**config.mk**
```make
export PLATFORM = sky130hd
export DESIGN_NAME = coin_start_seq
export DESIGN_NICKNAME = d
export VERILOG_FILES = /design/src/rtl/coin_start_pkg.sv /design/src/rtl/coin_start_seq_frame_tick_gen.sv /design/src/rtl/coin_start_seq.sv
export SDC_FILE = /design/constraint.sdc
export NUM_CORES = 1
export LEC_CHECK = 0
export ABC_CLOCK_PERIOD_IN_PS = 2500
export BUFFER_PORTS_ARGS = -buffer_cell sky130_fd_sc_hd__buf_2
export CAP_MARGIN = 20
export CORE_ASPECT_RATIO = 0.6
export CORE_MARGIN = 8
export CORE_UTILIZATION = 37
export CTS_BUF_LIST = sky130_fd_sc_hd__clkbuf_4
export DETAILED_ROUTE_END_ITERATION = 8
export PLACE_DENSITY = 0.64
export SETUP_SLACK_MARGIN = 0.1
export SLEW_MARGIN = 10
export SYNTH_ARGS = -nofsm -noshare
export SYNTH_HDL_FRONTEND = slang
export SYNTH_HIERARCHICAL = 1
export SYNTH_SLANG_ARGS = --single-unit
```
**constraint.sdc**
```tcl
create_clock -name clk_sys -period 2.5 [get_ports clk_sys]
set_input_delay 0.625 -clock clk_sys [delete_from_list [all_inputs] [get_ports clk_sys]]
set_output_delay 0.625 -clock clk_sys [all_outputs]
set_load 0.005 [all_outputs]
```
**src/rtl/coin_start_pkg.sv**
```systemverilog
// Shared types for the coin/start sequencer: FSM states, frame counter type
// and the request encoding used for both the pending slot and the start target.
package coin_start_pkg;

    typedef enum logic [2:0] {
        ST_IDLE,
        ST_COIN_HI,
        ST_COIN_GAP,
        ST_START_HI,
        ST_START_GAP
    } state_t;

    typedef logic [3:0] frame_cnt_t;

    typedef enum logic [1:0] {
        PEND_NONE,
        PEND_START1,
        PEND_START2
    } pend_t;

    // Start2 wins over a simultaneous start1.
    function automatic pend_t pick_start(input logic start1, input logic start2);
        if (start2) begin
            return PEND_START2;
        end else if (start1) begin
            return PEND_START1;
        end
        return PEND_NONE;
    endfunction

endpackage

```
**src/rtl/coin_start_seq_frame_tick_gen.sv**
```systemverilog
// Vblank rising-edge detector: frame_tick is a one-cycle pulse one clk_sys
// cycle after each vblank rising edge.
module frame_tick_gen (
    input  logic clk_sys,
    input  logic reset_n,
    input  logic vblank,
    output logic frame_tick
);

    logic vblank_reg;
    logic tick_reg;

    always_ff @(posedge clk_sys or negedge reset_n) begin
        if (!reset_n) begin
            vblank_reg <= 1'b0;
            tick_reg   <= 1'b0;
        end else begin
            vblank_reg <= vblank;
            tick_reg   <= vblank & ~vblank_reg;
        end
    end

    assign frame_tick = tick_reg;

endmodule

```
**src/rtl/coin_start_seq.sv**
```systemverilog
// Coin/start pulse sequencer: turns start/coin button edges into frame-timed
// coin and start pulses. Define COIN_START_SEQ_AUTOCOIN_EN to insert coins before each start.
module coin_start_seq
    import coin_start_pkg::*;
#(
    parameter int COIN_FRAMES  = 4,
    parameter int GAP_FRAMES   = 8,
    parameter int START_FRAMES = 4
) (
    input  logic clk_sys,
    input  logic reset_n,
    input  logic vblank,
    input  logic req_start1,
    input  logic req_start2,
    input  logic coin_in,
    output logic coin_out,
    output logic start1_out,
    output logic start2_out,
    output logic busy
);

    localparam frame_cnt_t COIN_LOAD  = frame_cnt_t'(COIN_FRAMES);
    localparam frame_cnt_t GAP_LOAD   = frame_cnt_t'(GAP_FRAMES);
    localparam frame_cnt_t START_LOAD = frame_cnt_t'(START_FRAMES);

    logic frame_tick;

    frame_tick_gen u_frame_tick_gen (
        .clk_sys    (clk_sys),
        .reset_n    (reset_n),
        .vblank     (vblank),
        .frame_tick (frame_tick)
    );

    // Bit order: [0] start1, [1] start2, [2] coin.
    logic [2:0] req_vec;
    logic [2:0] edge_vec;
    logic       armed_reg;

    assign req_vec = {coin_in, req_start2, req_start1};

    // armed_reg masks the first sample after reset so a level already high never counts.
    always_ff @(posedge clk_sys or negedge reset_n) begin
        if (!reset_n) begin
            armed_reg <= 1'b0;
        end else begin
            armed_reg <= 1'b1;
        end
    end

    for (genvar gi = 0; gi < 3; gi++) begin : g_edge
        logic prev_reg;
        logic edge_reg;

        always_ff @(posedge clk_sys or negedge reset_n) begin
            if (!reset_n) begin
                prev_reg <= 1'b0;
                edge_reg <= 1'b0;
            end else begin
                prev_reg <= req_vec[gi];
                edge_reg <= req_vec[gi] & ~prev_reg & armed_reg;
            end
        end

        assign edge_vec[gi] = edge_reg;
    end

    state_t     state_reg, state_next;
    frame_cnt_t cnt_reg, cnt_next;
    logic [1:0] coins_reg, coins_next;
    pend_t      target_reg, target_next;
    pend_t      pend_reg, pend_next;
    pend_t      new_start;
    pend_t      req_sel;
    logic       last_tick;
    logic       coin_reg, start1_reg, start2_reg, busy_reg;

    always_comb begin
        state_next  = state_reg;
        cnt_next    = cnt_reg;
        coins_next  = coins_reg;
        target_next = target_reg;
        pend_next   = pend_reg;
        new_start   = pick_start(edge_vec[0], edge_vec[1]);
        req_sel     = (pend_reg != PEND_NONE) ? pend_reg : new_start;
        last_tick   = frame_tick && (cnt_reg <= 4'd1);

        if (frame_tick && (cnt_reg != 4'd0)) begin
            cnt_next = cnt_reg - 4'd1;
        end

        case (state_reg)
            ST_IDLE: begin
                if (req_sel != PEND_NONE) begin
                    target_next = req_sel;
                    pend_next   = PEND_NONE;
`ifdef COIN_START_SEQ_AUTOCOIN_EN
                    coins_next  = (req_sel == PEND_START2) ? 2'd2 : 2'd1;
                    state_next  = ST_COIN_HI;
                    cnt_next    = COIN_LOAD;
`else
                    coins_next  = 2'd0;
                    state_next  = ST_START_HI;
                    cnt_next    = START_LOAD;
`endif
                end else if (edge_vec[2]) begin
                    target_next = PEND_NONE;
                    coins_next  = 2'd1;
                    state_next  = ST_COIN_HI;
                    cnt_next    = COIN_LOAD;
                end
            end
            ST_COIN_HI: begin
                if (last_tick) begin
                    state_next = ST_COIN_GAP;
                    cnt_next   = GAP_LOAD;
                end
            end
            ST_COIN_GAP: begin
                if (last_tick) begin
                    coins_next = coins_reg - 2'd1;
                    if (coins_reg > 2'd1) begin
                        state_next = ST_COIN_HI;
                        cnt_next   = COIN_LOAD;
                    end else if (target_reg == PEND_NONE) begin
                        state_next = ST_IDLE;
                        cnt_next   = 4'd0;
                    end else begin
                        state_next = ST_START_HI;
                        cnt_next   = START_LOAD;
                    end
                end
            end
            ST_START_HI: begin
                if (last_tick) begin
                    state_next = ST_START_GAP;
                    cnt_next   = GAP_LOAD;
                end
            end
            ST_START_GAP: begin
                if (last_tick) begin
                    state_next  = ST_IDLE;
                    cnt_next    = 4'd0;
                    target_next = PEND_NONE;
                end
            end
            default: begin
                state_next  = ST_IDLE;
                cnt_next    = 4'd0;
                coins_next  = 2'd0;
                target_next = PEND_NONE;
            end
        endcase

        // One slot only; coin edges while busy are simply ignored.
        if ((state_reg != ST_IDLE) && (pend_reg == PEND_NONE)) begin
            pend_next = new_start;
        end
    end

    always_ff @(posedge clk_sys or negedge reset_n) begin
        if (!reset_n) begin
            state_reg  <= ST_IDLE;
            cnt_reg    <= 4'd0;
            coins_reg  <= 2'd0;
            target_reg <= PEND_NONE;
            pend_reg   <= PEND_NONE;
            coin_reg   <= 1'b0;
            start1_reg <= 1'b0;
            start2_reg <= 1'b0;
            busy_reg   <= 1'b0;
        end else begin
            state_reg  <= state_next;
            cnt_reg    <= cnt_next;
            coins_reg  <= coins_next;
            target_reg <= target_next;
            pend_reg   <= pend_next;
            coin_reg   <= (state_next == ST_COIN_HI);
            start1_reg <= (state_next == ST_START_HI) && (target_next == PEND_START1);
            start2_reg <= (state_next == ST_START_HI) && (target_next == PEND_START2);
            busy_reg   <= (state_next != ST_IDLE);
        end
    end

    assign coin_out   = coin_reg;
    assign start1_out = start1_reg;
    assign start2_out = start2_reg;
    assign busy       = busy_reg;

endmodule

```
==> flow_results.xml, run 1 <==
<?xml version="1.0" encoding="UTF-8"?>
<metrics>
  <group name="detailed_routing">
    <metric name="number_of_remaining_drc_errors" unit="">0</metric>
    <metric name="routed_length_per_placed_instance" unit="um">13.9</metric>
    <metric name="drt_iter0_drc" unit="">77</metric>
    <metric name="viasPerCell" unit="">5.42</metric>
    <metric name="detailroute.via_count" unit="">1025</metric>
    <metric name="antenna_violating_nets_post_route" unit="">0</metric>
    <metric name="first_pass_iters" unit="">4</metric>
    <metric name="detail_route.wirelength" unit="um">2630</metric>
  </group>
  <group name="clocking">
    <metric name="cts.sink_count" unit="">26</metric>
    <metric name="clk_root_buffer_cell" unit="">sky130_fd_sc_hd__clkbuf_4</metric>
    <metric name="clock_latency" unit="ns">0.32</metric>
    <metric name="cts_tree" unit="">yes</metric>
    <metric name="cts.path.max_buffers" unit="">2</metric>
    <metric name="clock_tree.htree_level_count" unit="">1</metric>
    <metric name="cts_bufs_inserted" unit="">3</metric>
    <metric name="post_cts_hold_buffer_count" unit="">0</metric>
    <metric name="clkSlewWorstSetupHoldPaths" unit="ns">0.13</metric>
  </group>
  <group name="placement">
    <metric name="place_congestion" unit="">0.868</metric>
    <metric name="pre_cts_ws" unit="ns">0.201</metric>
    <metric name="io_buffer_count" unit="">9</metric>
    <metric name="post-dp-hpwl" unit="um">1970</metric>
    <metric name="placed_cells" unit="">186</metric>
  </group>
  <group name="cells_and_area">
    <metric name="largest_reg_flops" unit="">4</metric>
    <metric name="share_of_final_layout_standard_cells_stronger_than_drive_strength_1" unit="%">16.0</metric>
    <metric name="diodes" unit="">0</metric>
    <metric name="fill_cells" unit="">320</metric>
    <metric name="areaGrowthSynthToFinish" unit="%">9.53</metric>
    <metric name="post_layout_nonfiller_instances" unit="">189</metric>
    <metric name="nets" unit="">156</metric>
  </group>
  <group name="synth">
    <metric name="yosys_synthesis_warning_count" unit="">6</metric>
    <metric name="yosys.area.top_type_share" unit="%">50.0</metric>
    <metric name="post_synth_main_area_contributors" unit="">sky130_fd_sc_hd__dfrtp_1, sky130_fd_sc_hd__o21ai_0, sky130_fd_sc_hd__nor2_1</metric>
    <metric name="netlist_instances" unit="">135</metric>
    <metric name="synth_cell_type_count" unit="">37</metric>
    <metric name="part_of_the_yosys_area_used_for_sequential_elements" unit="%">50.0</metric>
    <metric name="synth_area_leader_cell" unit="">sky130_fd_sc_hd__dfrtp_1</metric>
    <metric name="synth.ff_latch_count" unit="">26</metric>
    <metric name="syn_nets" unit="">145</metric>
    <metric name="asyncSetResetFlopFracSynth" unit="%">100</metric>
    <metric name="post_synth_instance_area" unit="mm^2">0.00130</metric>
    <metric name="synth_area_per_cell" unit="um^2">9.63</metric>
    <metric name="flip_flop_cell_with_the_highest_count_after_synthesis" unit="">sky130_fd_sc_hd__dfrtp_1</metric>
    <metric name="synth_edf_count" unit="">0</metric>
  </group>
  <group name="flow_run">
    <metric name="drv_cap" unit="">0</metric>
  </group>
  <group name="worst_setup_path">
    <metric name="worst_ep_required_time" unit="ns">2.74</metric>
    <metric name="crit_path_cell_trace" unit="">or3b_4, or3b_4, o311a_1, or4_4, nor3b_1</metric>
    <metric name="timing.critical_path.arrival" unit="ns">2.57</metric>
    <metric name="critical-path-top-delay-family" unit="">simple AND/OR/NAND/NOR gates</metric>
    <metric name="timing.setup.critical_path_class" unit="">reg2reg</metric>
    <metric name="regToRegStartpoint" unit="">cnt_reg[2]$_DFF_PN0_</metric>
    <metric name="timing.critical_path.buf_inv" unit="">0</metric>
    <metric name="slowest_stage" unit="">sky130_fd_sc_hd__dfrtp_1</metric>
    <metric name="reg2reg_depth" unit="">5</metric>
    <metric name="critical_path_peak_fanout" unit="">5</metric>
    <metric name="critical_path.endpoint_type" unit="">flip-flop</metric>
    <metric name="max_stage_delay" unit="ns">0.44</metric>
    <metric name="critPathLaunchType" unit="">flip-flop</metric>
    <metric name="cell_repeated_most_along_the_worst_path" unit="">sky130_fd_sc_hd__or3b_4</metric>
    <metric name="rr_endpoint" unit="">start2_out$_DFF_PN0_</metric>
    <metric name="reg2reg_setup_slack" unit="ns">0.17</metric>
  </group>
  <group name="timing">
    <metric name="max_freq" unit="MHz">429</metric>
    <metric name="setup-tns-final" unit="ns">0</metric>
    <metric name="worst_slew_margin_relative_to_its_limit" unit="%">55.5</metric>
    <metric name="finalHoldWorstSlack" unit="ns">0.284</metric>
    <metric name="timing.clock.skew" unit="ns">0.00201</metric>
    <metric name="rsz0062_at_grt" unit="">false</metric>
    <metric name="setup-violations-final" unit="">0</metric>
    <metric name="postLayoutSetupSlackWorst" unit="ns">0.170</metric>
    <metric name="worst-slew-pin-transition" unit="ns">0.667</metric>
    <metric name="period_needed" unit="ns">2.33</metric>
    <metric name="timing.final.hold_violations" unit="">0</metric>
    <metric name="post-route-period-util" unit="%">93.2</metric>
    <metric name="final-max-slew-violation-count" unit="">0</metric>
  </group>
  <group name="grt">
    <metric name="largest_net_degree_at_the_start_of_global_routing" unit="">27</metric>
    <metric name="grt_pass1_vias" unit="">990</metric>
    <metric name="grt_pass1_wl" unit="um">4550</metric>
    <metric name="use_met2" unit="%">15.8</metric>
    <metric name="grt_usage" unit="%">9.95</metric>
    <metric name="grtUsageMet1" unit="%">12.9</metric>
    <metric name="grt.met3_usage" unit="%">3.96</metric>
    <metric name="antenna_found_initial" unit="">0</metric>
    <metric name="global_route.overflow_total" unit="">0</metric>
    <metric name="grt.busiest_layer" unit="">met2</metric>
  </group>
  <group name="floorplan">
    <metric name="die-height" unit="um">61.9</metric>
    <metric name="chipWidth" unit="um">92.5</metric>
    <metric name="dieArea" unit="mm^2">0.00573</metric>
    <metric name="core_area" unit="mm^2">0.00330</metric>
    <metric name="row_count" unit="">16</metric>
    <metric name="initial_core_util" unit="%">39.4</metric>
    <metric name="io_pins" unit="">10</metric>
  </group>
  <group name="power">
    <metric name="power_per_standard_cell_area" unit="mW/mm^2">1050</metric>
    <metric name="vdd_ir_drop_max" unit="mV">0.404</metric>
    <metric name="cellLeakagePower" unit="nW">0.639</metric>
    <metric name="totalPowerFinal" unit="W">0.00150</metric>
  </group>
  <group name="hold_path">
    <metric name="hold_class" unit="">in2async</metric>
  </group>
  <group name="outcome">
    <metric name="run_status" unit="">finished, final reports clean</metric>
  </group>
</metrics>
[cells by family after synthesis]
family	synth area share [%]
adder cells (fa/ha/maj)	3.85
XOR/XNOR	1.35
buffers and inverters	3.27
AND/OR/NAND/NOR	22.3
AO/OA/AOI/OAI	18.9
flip-flops	50.0
other	0.288
[area by class of cell]
cell class	count	area [um^2]	share of cell area, %
tap	45	56.3	3.95
clock buffer	3	22.5	1.58
timing repair buffer	11	60.1	4.22
sequential	26	651	45.7
multi-input combinational	98	612	43.0
inverter	6	22.5	1.58
[cell usage after synthesis, types with 2 or more instances]
| library cell | instances |
|---|---|
| sky130_fd_sc_hd__nor3_1 | 6 |
| sky130_fd_sc_hd__ha_1 | 4 |
| sky130_fd_sc_hd__clkbuf_1 | 4 |
| sky130_fd_sc_hd__nor4_1 | 2 |
| sky130_fd_sc_hd__or3b_4 | 2 |
| sky130_fd_sc_hd__o22ai_1 | 3 |
| sky130_fd_sc_hd__nor2_1 | 16 |
| sky130_fd_sc_hd__a21oi_1 | 8 |
| sky130_fd_sc_hd__and3b_1 | 2 |
| sky130_fd_sc_hd__a221oi_1 | 2 |
| sky130_fd_sc_hd__nand2_1 | 12 |
| sky130_fd_sc_hd__o311a_1 | 2 |
| sky130_fd_sc_hd__dfrtp_1 | 26 |
| sky130_fd_sc_hd__a31oi_1 | 2 |
| sky130_fd_sc_hd__or2_2 | 2 |
| sky130_fd_sc_hd__o21a_1 | 2 |
| sky130_fd_sc_hd__inv_1 | 6 |
| sky130_fd_sc_hd__nor3b_1 | 3 |
| sky130_fd_sc_hd__o21ai_0 | 12 |
| sky130_fd_sc_hd__nor2b_1 | 2 |
[where the power goes]
group / internal, W / switching (W) / leakage [nW]
logic: 0.000295 / 0.000376 / 0.303
registers: 0.000538 / 0.000117 / 0.322
clock network: 0.0000566 / 0.000117 / 0.0138
[per-layer routing]
| metal | vias to the layer above | part of all wire (%) | routed length, um |
|---|---|---|---|
| li1 | 504 | - | - |
| met1 | 500 | 49 | 1300 |
| met2 | 19 | 45 | 1180 |
| met3 | 2 | 5.6 | 148 |
| met4 | 0 | 0.42 | 11 |
| met5 | - | 0 | 0 |
[timing repair]
action	CTS	global route
buffers inserted	0	0
setup endpoints to repair	0	1
gates resized for setup	0	1
[layout by cell type, fill, tap and decap left out, drive strengths merged]
cell / count
nand4: 1
and3b: 2
o21a: 2
nor2b: 3
conb: 1
nand2: 12
a31oi: 2
a211oi: 1
xnor2: 1
or4: 2
inv: 6
buf: 11
o21ai: 12
nor2: 16
clkbuf: 3
xor2: 1
and4b: 1
a32o: 1
o22ai: 3
o41ai: 1
or2: 2
o311a: 2
nor4: 2
a31o: 1
nor3b: 3
a21oi: 8
a21o: 1
ha: 4
or3b: 2
nand2b: 1
nor3: 6
a221oi: 2
dfrtp: 26
o22a: 2
[stage by stage]
step / utilization, % / area [um^2]
after floorplan: - / 1300
after global placement: 42.3 / 1400
after detailed placement: 42.3 / 1400
after CTS: 43.0 / 1420
after global routing: 43.1 / 1420
final: 43.1 / 1420
[how the worst max path moves through the flow]
stage | cells past startpoint | to | start | slack, ns
floorplan | 5 | start1_out$_DFF_PN0_ | cnt_reg[2]$_DFF_PN0_ | 0.33
global placement | 5 | start2_out$_DFF_PN0_ | cnt_reg[2]$_DFF_PN0_ | 0.26
detailed placement | 5 | start1_out$_DFF_PN0_ | cnt_reg[2]$_DFF_PN0_ | 0.20
CTS | 5 | start1_out$_DFF_PN0_ | cnt_reg[2]$_DFF_PN0_ | 0.16
global route | 5 | start2_out$_DFF_PN0_ | cnt_reg[2]$_DFF_PN0_ | 0.12
finish | 5 | start2_out$_DFF_PN0_ | cnt_reg[2]$_DFF_PN0_ | 0.17
Power figures use the tool's default switching activity.
==> run 2: changes to the inputs <==
--- a/config.mk
+++ b/config.mk
@@ -5,16 +5,16 @@
 export SDC_FILE = /design/constraint.sdc
 export NUM_CORES = 1
 export LEC_CHECK = 0
-export ABC_CLOCK_PERIOD_IN_PS = 2500
+export ABC_CLOCK_PERIOD_IN_PS = 2800
 export BUFFER_PORTS_ARGS = -buffer_cell sky130_fd_sc_hd__buf_2
 export CAP_MARGIN = 20
 export CORE_ASPECT_RATIO = 0.6
 export CORE_MARGIN = 8
 export CORE_UTILIZATION = 37
-export CTS_BUF_LIST = sky130_fd_sc_hd__clkbuf_4
 export DETAILED_ROUTE_END_ITERATION = 8
 export PLACE_DENSITY = 0.64
 export SETUP_SLACK_MARGIN = 0.1
+export SKIP_LAST_GASP = 1
 export SLEW_MARGIN = 10
 export SYNTH_ARGS = -nofsm -noshare
 export SYNTH_HDL_FRONTEND = slang
==> constraint.sdc (replaced) <==
create_clock -name clk_sys -period 2.8 [get_ports clk_sys]
set_input_delay 0.7 -clock clk_sys [delete_from_list [all_inputs] [get_ports clk_sys]]
set_output_delay 0.7 -clock clk_sys [all_outputs]
set_load 0.005 [all_outputs]
==> flow_results.xml, run 2 (synthesized netlist as in run 1, its figures left out) <==
<?xml version="1.0" encoding="UTF-8"?>
<metrics>
  <group name="detailed_routing">
    <metric name="viasPerCell" unit="">5.46</metric>
    <metric name="routed_length_per_placed_instance" unit="um">14.1</metric>
    <metric name="detail_route.wirelength" unit="um">2640</metric>
    <metric name="number_of_remaining_drc_errors" unit="">0</metric>
    <metric name="antenna_violating_nets_post_route" unit="">0</metric>
    <metric name="first_pass_iters" unit="">4</metric>
    <metric name="drt_iter0_drc" unit="">81</metric>
    <metric name="detailroute.via_count" unit="">1027</metric>
  </group>
  <group name="timing">
    <metric name="timing.final.hold_violations" unit="">0</metric>
    <metric name="max_freq" unit="MHz">433</metric>
    <metric name="worst-slew-pin-transition" unit="ns">0.679</metric>
    <metric name="rsz0062_at_grt" unit="">false</metric>
    <metric name="setup-violations-final" unit="">0</metric>
    <metric name="post-route-period-util" unit="%">82.5</metric>
    <metric name="period_needed" unit="ns">2.31</metric>
    <metric name="worst_slew_margin_relative_to_its_limit" unit="%">54.7</metric>
    <metric name="postLayoutSetupSlackWorst" unit="ns">0.490</metric>
    <metric name="timing.clock.skew" unit="ns">0.00224</metric>
    <metric name="final-max-slew-violation-count" unit="">0</metric>
    <metric name="setup-tns-final" unit="ns">0</metric>
  </group>
  <group name="power">
    <metric name="power.sequential.fraction" unit="%">43.2</metric>
    <metric name="cellLeakagePower" unit="nW">0.642</metric>
    <metric name="total_switching_power" unit="W">0.000556</metric>
    <metric name="p_sw_share" unit="%">39.4</metric>
    <metric name="vdd_ir_drop_max" unit="mV">0.542</metric>
    <metric name="totalPowerFinal" unit="W">0.00141</metric>
    <metric name="power_frac_clock" unit="%">17.3</metric>
    <metric name="power_per_standard_cell_area" unit="mW/mm^2">981</metric>
    <metric name="pwr-share-comb" unit="%">39.5</metric>
    <metric name="p_int" unit="W">0.000854</metric>
  </group>
  <group name="floorplan">
    <metric name="initial_core_util" unit="%">39.4</metric>
    <metric name="row_count" unit="">16</metric>
    <metric name="io_pins" unit="">10</metric>
    <metric name="chipWidth" unit="um">92.5</metric>
    <metric name="core_area" unit="mm^2">0.00330</metric>
    <metric name="die-height" unit="um">61.9</metric>
    <metric name="dieArea" unit="mm^2">0.00573</metric>
  </group>
  <group name="clocking">
    <metric name="clock_latency" unit="ns">0.27</metric>
    <metric name="cts.path.max_buffers" unit="">2</metric>
    <metric name="resized_cells_post_cts" unit="">0</metric>
    <metric name="post_cts_hold_buffer_count" unit="">0</metric>
    <metric name="cts.sink_count" unit="">26</metric>
    <metric name="cts_bufs_inserted" unit="">3</metric>
    <metric name="cts_setup_buffers" unit="">0</metric>
    <metric name="clk_root_buffer_cell" unit="">sky130_fd_sc_hd__clkbuf_8</metric>
    <metric name="cts_tree" unit="">yes</metric>
    <metric name="clkSlewWorstSetupHoldPaths" unit="ns">0.09</metric>
    <metric name="clock_tree.htree_level_count" unit="">1</metric>
  </group>
  <group name="cells_and_area">
    <metric name="largest_reg_flops" unit="">4</metric>
    <metric name="share_of_final_layout_standard_cells_stronger_than_drive_strength_1" unit="%">14.7</metric>
    <metric name="diodes" unit="">0</metric>
    <metric name="areaGrowthSynthToFinish" unit="%">10.5</metric>
    <metric name="nets" unit="">154</metric>
    <metric name="layout.cells.most_common" unit="">sky130_fd_sc_hd__dfrtp_1</metric>
    <metric name="fill_cells" unit="">322</metric>
    <metric name="final_core_util" unit="%">43.5</metric>
    <metric name="final_area" unit="mm^2">0.00144</metric>
    <metric name="leading_cell_types_in_the_layout_fill_and_taps_excluded" unit="">sky130_fd_sc_hd__dfrtp_1, sky130_fd_sc_hd__nor2_1, sky130_fd_sc_hd__o21ai_0, sky130_fd_sc_hd__nand2_1, sky130_fd_sc_hd__buf_2</metric>
  </group>
  <group name="worst_setup_path">
    <metric name="cell_repeated_most_along_the_worst_path" unit="">sky130_fd_sc_hd__or3b_4</metric>
    <metric name="timing.setup.critical_path_class" unit="">reg2reg</metric>
    <metric name="regToRegStartpoint" unit="">cnt_reg[2]$_DFF_PN0_</metric>
    <metric name="timing.critical_path.arrival" unit="ns">2.50</metric>
    <metric name="critical-path-top-delay-family" unit="">simple AND/OR/NAND/NOR gates</metric>
    <metric name="rr_endpoint" unit="">start1_out$_DFF_PN0_</metric>
    <metric name="timing.critical_path.buf_inv" unit="">0</metric>
    <metric name="slowest_stage" unit="">sky130_fd_sc_hd__or4_4</metric>
    <metric name="worst_ep_required_time" unit="ns">2.99</metric>
    <metric name="crit_path_cell_trace" unit="">or3b_4, or3b_4, o311a_1, or4_4, nor3b_1</metric>
    <metric name="critical_path_peak_fanout" unit="">5</metric>
    <metric name="critical_path.endpoint_type" unit="">flip-flop</metric>
    <metric name="reg2reg_setup_slack" unit="ns">0.49</metric>
    <metric name="critPathLaunchType" unit="">flip-flop</metric>
    <metric name="max_stage_delay" unit="ns">0.44</metric>
    <metric name="reg2reg_depth" unit="">5</metric>
  </group>
  <group name="placement">
    <metric name="post-dp-hpwl" unit="um">1870</metric>
    <metric name="pre_cts_ws" unit="ns">0.523</metric>
    <metric name="io_buffer_count" unit="">9</metric>
    <metric name="place_congestion" unit="">0.839</metric>
    <metric name="dpl_cell_area" unit="mm^2">0.00138</metric>
  </group>
  <group name="grt">
    <metric name="antenna_found_initial" unit="">0</metric>
    <metric name="largest_net_degree_at_the_start_of_global_routing" unit="">27</metric>
    <metric name="grt_pass1_vias" unit="">954</metric>
    <metric name="global_route.overflow_total" unit="">0</metric>
    <metric name="grt_pass1_wl" unit="um">4520</metric>
    <metric name="grt_usage" unit="%">10.0</metric>
  </group>
  <group name="hold_path">
    <metric name="launch_point_of_the_worst_hold_path" unit="">g_edge[0].prev_reg$_DFF_PN0_</metric>
    <metric name="min_delay_path_depth" unit="">1</metric>
    <metric name="hold_end" unit="">g_edge[0].edge_reg$_DFF_PN0_</metric>
    <metric name="hold_class" unit="">reg2reg</metric>
  </group>
  <group name="outcome">
    <metric name="run_status" unit="">finished, final reports clean</metric>
  </group>
  <group name="flow_run">
    <metric name="drv_cap" unit="">0</metric>
  </group>
</metrics>
## run 2: power groups by stage
stage | Clock [W] | Combinational (W) | Sequential [W]
after floorplan | 0 | 0.000458 | 0.000555
after global placement | 0 | 0.000535 | 0.000606
after detailed placement | 0 | 0.000547 | 0.000608
after CTS | 0.000250 | 0.000552 | 0.000604
after global routing | 0.000266 | 0.000629 | 0.000626
final | 0.000243 | 0.000557 | 0.000609
## run 2: worst max-delay path by stage
stage | from | to | cells past startpoint
floorplan | cnt_reg[2]$_DFF_PN0_ | start1_out$_DFF_PN0_ | 5
global placement | cnt_reg[2]$_DFF_PN0_ | start1_out$_DFF_PN0_ | 5
detailed placement | cnt_reg[2]$_DFF_PN0_ | start2_out$_DFF_PN0_ | 5
CTS | cnt_reg[2]$_DFF_PN0_ | start2_out$_DFF_PN0_ | 5
global route | cnt_reg[0]$_DFF_PN0_ | start1_out$_DFF_PN0_ | 7
finish | cnt_reg[2]$_DFF_PN0_ | start1_out$_DFF_PN0_ | 5
## run 2: stage by stage
step           hold WS, ns  cells
2_1_floorplan        0.377    135
3_3_place_gp         0.382    184
3_5_place_dp         0.386    184
4_1_cts              0.399    188
5_1_grt              0.434    188
6_report             0.394    188
## run 2: layout make-up
class / instances / area (um^2) / area share (%)
clock buffer: 4 / 55.1 / 3.83
inverter: 6 / 22.5 / 1.57
multi-input combinational: 98 / 607 / 42.2
sequential: 26 / 651 / 45.3
tap: 45 / 56.3 / 3.92
timing repair buffer: 9 / 45.0 / 3.14
## run 2: worst reg2reg max path: cells and delay by family (launching register included)
family          cells  cell delay, ns
simple gates        4            1.47
flops               1            0.43
compound gates      1            0.34
## run 2: metal layers
metal | part of all wire, % | up-vias | GRT usage [%] | wire length (um)
li1 | - | 498 | - | -
met1 | 50 | 486 | 13.8 | 1330
met2 | 42 | 37 | 14.7 | 1110
met3 | 7.0 | 6 | 3.48 | 186
met4 | 0.79 | 0 | 2.27 | 21
met5 | 0 | - | 0 | 0
